### src/rtl/led_rate_ctrl.sv
`timescale 1ns/1ps
`default_nettype none
// ============================================================================
// Module  : led_rate_ctrl
// Brief   : debounced speed/pause buttons driving a one-cycle LED tick enable
// Revision: 1.0
// ============================================================================
module led_rate_ctrl #(
  parameter int BASE_DIV        = 50000000,
  parameter int DEBOUNCE_CYCLES = 500000
) (
  input  logic       clk,
  input  logic       rst,
  input  logic       btn_speed,
  input  logic       btn_pause,
  output logic       tick,
  output logic [1:0] speed,
  output logic       paused
);

  localparam int CW = $clog2(DEBOUNCE_CYCLES);
  localparam int DW = $clog2(BASE_DIV);
  localparam logic [CW-1:0] CNT_LAST = CW'(DEBOUNCE_CYCLES - 1);
  // One extra bit so a power-of-two BASE_DIV is representable at speed 0
  localparam logic [DW:0]   BASE     = (DW+1)'(BASE_DIV);

  // Bit 0 is the speed button, bit 1 the pause button
  logic [1:0]          btn_raw;
  logic [1:0]          s1_q, s1_d, s2_q, s2_d;
  logic [1:0]          db_q, db_d;
  logic [1:0][CW-1:0]  cnt_q, cnt_d;
  logic [1:0]          press;
  logic [1:0]          speed_q, speed_d;
  logic                paused_q, paused_d;
  logic                tick_q, tick_d;
  logic [DW-1:0]       div_cnt_q, div_cnt_d;
  logic [DW:0]         period;
  logic                terminal;

  assign btn_raw = {btn_pause, btn_speed};

  always_comb begin
    s1_d  = btn_raw;
    s2_d  = s1_q;
    db_d  = db_q;
    cnt_d = cnt_q;
    for (int i = 0; i < 2; i++) begin
      if (s2_q[i] == db_q[i]) begin
        cnt_d[i] = '0;
      end else if (cnt_q[i] == CNT_LAST) begin
        db_d[i]  = s2_q[i];
        cnt_d[i] = '0;
      end else begin
        cnt_d[i] = cnt_q[i] + CW'(1);
      end
    end
  end

  assign press    = db_d & ~db_q;
  assign period   = BASE >> speed_q;
  assign terminal = ({1'b0, div_cnt_q} == (period - (DW+1)'(1)));

  // A press on either button restarts the divider and suppresses any tick due
  always_comb begin
    speed_d   = speed_q;
    paused_d  = paused_q;
    tick_d    = 1'b0;
    div_cnt_d = div_cnt_q + DW'(1);
    if (press[0]) speed_d  = speed_q + 2'd1;
    if (press[1]) paused_d = ~paused_q;
    if ((|press) || paused_q) begin
      div_cnt_d = '0;
    end else if (terminal) begin
      tick_d    = 1'b1;
      div_cnt_d = '0;
    end
  end

  always_ff @(posedge clk) begin
    if (rst) begin
      s1_q      <= '0;
      s2_q      <= '0;
      db_q      <= '0;
      cnt_q     <= '0;
      speed_q   <= '0;
      paused_q  <= 1'b0;
      tick_q    <= 1'b0;
      div_cnt_q <= '0;
    end else begin
      s1_q      <= s1_d;
      s2_q      <= s2_d;
      db_q      <= db_d;
      cnt_q     <= cnt_d;
      speed_q   <= speed_d;
      paused_q  <= paused_d;
      tick_q    <= tick_d;
      div_cnt_q <= div_cnt_d;
    end
  end

  assign tick   = tick_q;
  assign speed  = speed_q;
  assign paused = paused_q;

endmodule
`default_nettype wire

### config.mk
export PLATFORM = sky130hd
export DESIGN_NAME = led_rate_ctrl
export DESIGN_NICKNAME = d
export VERILOG_FILES = /design/src/rtl/led_rate_ctrl.sv
export SDC_FILE = /design/constraint.sdc
export NUM_CORES = 1
export LEC_CHECK = 0
export CAP_MARGIN = 20
export CORE_UTILIZATION = 25
export DETAILED_ROUTE_END_ITERATION = 8
export PLACE_DENSITY = 0.48
export SLEW_MARGIN = 20
export SYNTH_ARGS = -nofsm -noshare
export SYNTH_HDL_FRONTEND = slang
export SYNTH_SLANG_ARGS = --single-unit
### constraint.sdc
create_clock -name clk -period 2.4 [get_ports clk]
set_clock_uncertainty 0.15 [all_clocks]
set_input_delay 0.72 -clock clk [delete_from_list [all_inputs] [get_ports clk]]
set_output_delay 0.72 -clock clk [all_outputs]
set_load 0.02 [all_outputs]
==> flow_summary.toml <==
[logic_synthesis]
ys_seq_elements = 74
syn_area_per_cell_um2 = 8.88
synth_cells = 397
synth_cell_types = 35
yosys_warnings = 0
synthesis.area_um2 = 3530
synthesis.nets = 413
ys_seq_area_share_pct = 42.0

[critical_path]
crit_start = "speed[1]"
cp_max_fo = 5
cpMaxStageDelayCell = "clkdlybuf4s50_1"
cp.arrival_ns = 1.47
cpLargestDelayFamily = "buffers and inverters"
path_buf_inv = 2
cp-end-kind = "primary output"
path_class = "reg2out"
critical_path_required_ns = 1.53
r2r_start = "speed[0]"
start_kind = "register"
max_stage_delay_ns = 0.60
path_cells = "buf_4 -> clkdlybuf4s50_1"

[clocking]
numCtsBuffers = 9
root_buffer = "clkbuf_16"
clkTransAtPathRegs_ns = 0.06
cts-htree-levels = 3
clk_path_buf_depth = 2
cts_num_sinks = 74
cts_hold_buf = 0
cts_tree = "done"
insertion_delay_ns = 0.33

[placed_design]
preCtsSetupSlack_ns = 0.0254
dp_hpwl_um = 4810
gp_congestion = 0.822
io_buffer_count = 7

[timing]
setup_viol = 0
hold_viol_final = 0
finalCritPeriodShare_pct = 97.6
max_slew_margin_pct = 67.5
setup_tns_ns = 0
worst-slew-pin-transition_ns = 0.481
grt_setup_unrepaired = "true"
fin_crit_ns = 2.34
fmax_mhz = 427
worst_slack_ns = 0.0584
final_max_slew_viol_count = 0

[route]
drt_pass1_iterations = 4
initialDrtViolationCount = 101
route.detailed.drc = 0
ant_nets = 0
via_per_inst = 4.44
wl_per_cell_um = 11.9
wl_um = 7240
vias = 2699

[power]
p_per_area_nw_per_um2 = 610
total_power_uw = 2620
peakVddDrop_mv = 0.434
p_leak_uw = 0.00137

[finish]
final_nets = 439
antennaDiodeCount = 0
area_growth_pct = 21.7
final_util_pct = 31.0
nFillCells = 1430
layout-drive-gt1-share_pct = 10.7

[global_routing]
antenna_found_initial = 0
grt_use_total_pct = 10.6
grt-ovfl-total = 0
grt_pass1_wl_um = 12200
grt_pass1_vias = 2591
grt_max_degree = 28

[min_path]
hp-class = "reg2reg"
hold_start = "s1_q[1]"

[run_status]
outcome = "complete, no violations"

[die]
design.die.area_um2 = 14600
die_x_um = 121
placementRows = 43
core_area_um2 = 13800
initial_core_util_pct = 25.5
pin_count = 8
die_h_um = 121

[job]
drv_cap = 0
==> cell usage after synthesis <==
cell type  count  area [µm²]
nand2_1       17        63.8
nand4b_1       3        26.3
dfxtp_1       74        1480
nor4_1         5        31.3
mux2i_1        2        20.0
xnor2_1       48         420
or4_1          3        22.5
a2111oi_2      1        15.0
buf_1          1        3.75
a2111oi_4      1        27.5
and4_1         9        78.8
nand4_1       11        68.8
or3_1          3        18.8
nand3_1       26         130
a21oi_1        1        5.00
nor3b_1        2        15.0
ha_1          12         150
nand3b_1       1        7.51
buf_6          3        33.8
nor4b_1        3        26.3
nor3_1        41         205
nor2b_1        8        50.1
clkbuf_1       7        26.3
inv_1         15        56.3
and3_1         7        43.8
o211ai_1       1        7.51
or3b_1         1        8.76
xor2_1        22         193
o22ai_1        2        12.5
o21ai_0        3        15.0
buf_2          1        5.00
nor4bb_1       1        10.0
and2_1         1        6.26
nand2b_1       5        31.3
nor2_1        56         210
==> where the power goes <==
group | switching, µW | leakage, µW | total [µW] | internal, µW
Combinational | 20.5 | 0.000618 | 39.1 | 18.5
Sequential | 6.37 | 0.000599 | 1240 | 1240
Clock | 508 | 0.000149 | 1340 | 829
Total | 535 | 0.00137 | 2620 | 2080
==> registers in the layout (all words and copies together) (netlist names) <==
name and count:
cnt_q 38, s1_q 2, div_cnt_q 26, paused 1
s2_q 2, db_q 2, speed 2, tick 1
==> final timing paths <==
path | endpoint | slack [ns] | cells after the start
worst max-delay path | speed[1] | 0.06 | 2
worst min-delay path | s2_q[1] | 0.28 | 1
worst max register to register | div_cnt_q[3] | 0.06 | 8
worst min register to register | s2_q[1] | 0.28 | 1
==> repair_timing <==
| item | in CTS | in global routing |
|---|---|---|
| endpoints found under the setup margin | 0 | 28 |
| resized for setup | 0 | 13 |
| buffers inserted | 0 | 3 |
==> through the flow <==
step / area [µm²] / hold slack, ns / cells
CTS: 4200 / 0.290 / 603
detailed placement: 3900 / 0.277 / 587
finish: 4290 / 0.284 / 608
global placement: 3900 / 0.269 / 587
global route: 4290 / 0.297 / 608
floorplan: 3550 / 0.264 / 397
==> layer usage <==
| metal | track usage, % | up-vias | wire length [µm] |
|---|---|---|---|
| met2 | 17.2 | 23 | 3390 |
| met5 | 0 | - | 0 |
| met3 | 2.45 | 13 | 153 |
| li1 | - | 1406 | - |
| met1 | 13.1 | 1257 | 3550 |
| met4 | 5.32 | 0 | 144 |
==> cell type report <==
cell class	instances	area [µm²]	area share, %
inverter	15	58.8	1.37
clock buffer	11	243	5.66
sequential	74	1490	34.7
timing repair buffer	27	246	5.74
tap	180	225	5.25
multi-input combinational	296	1980	46.0
clock inverter	5	53.8	1.25
==> placed cells by master, fill, tap and decap left out, drive strengths merged, types with 11 or more instances in the layout <==
cell / n
xor2: 22
nand3: 26
nor2: 56
buf: 20
nand2: 17
nor3: 41
nand4: 11
xnor2: 48
ha: 12
inv: 15
clkbuf: 11
dfxtp: 74
==> logic make-up (layout without fill, tap and decap cells) <==
group	after synthesis	count (layout)	synth area share, %
simple gates	203	203	29.9
flops	74	74	42.0
xor+xnor	70	70	17.4
buf+inv	27	58	3.55
fa+ha+maj	12	12	4.26
compound gates	9	9	2.34
mux	2	2	0.568
Power figures use the tool's default switching activity.
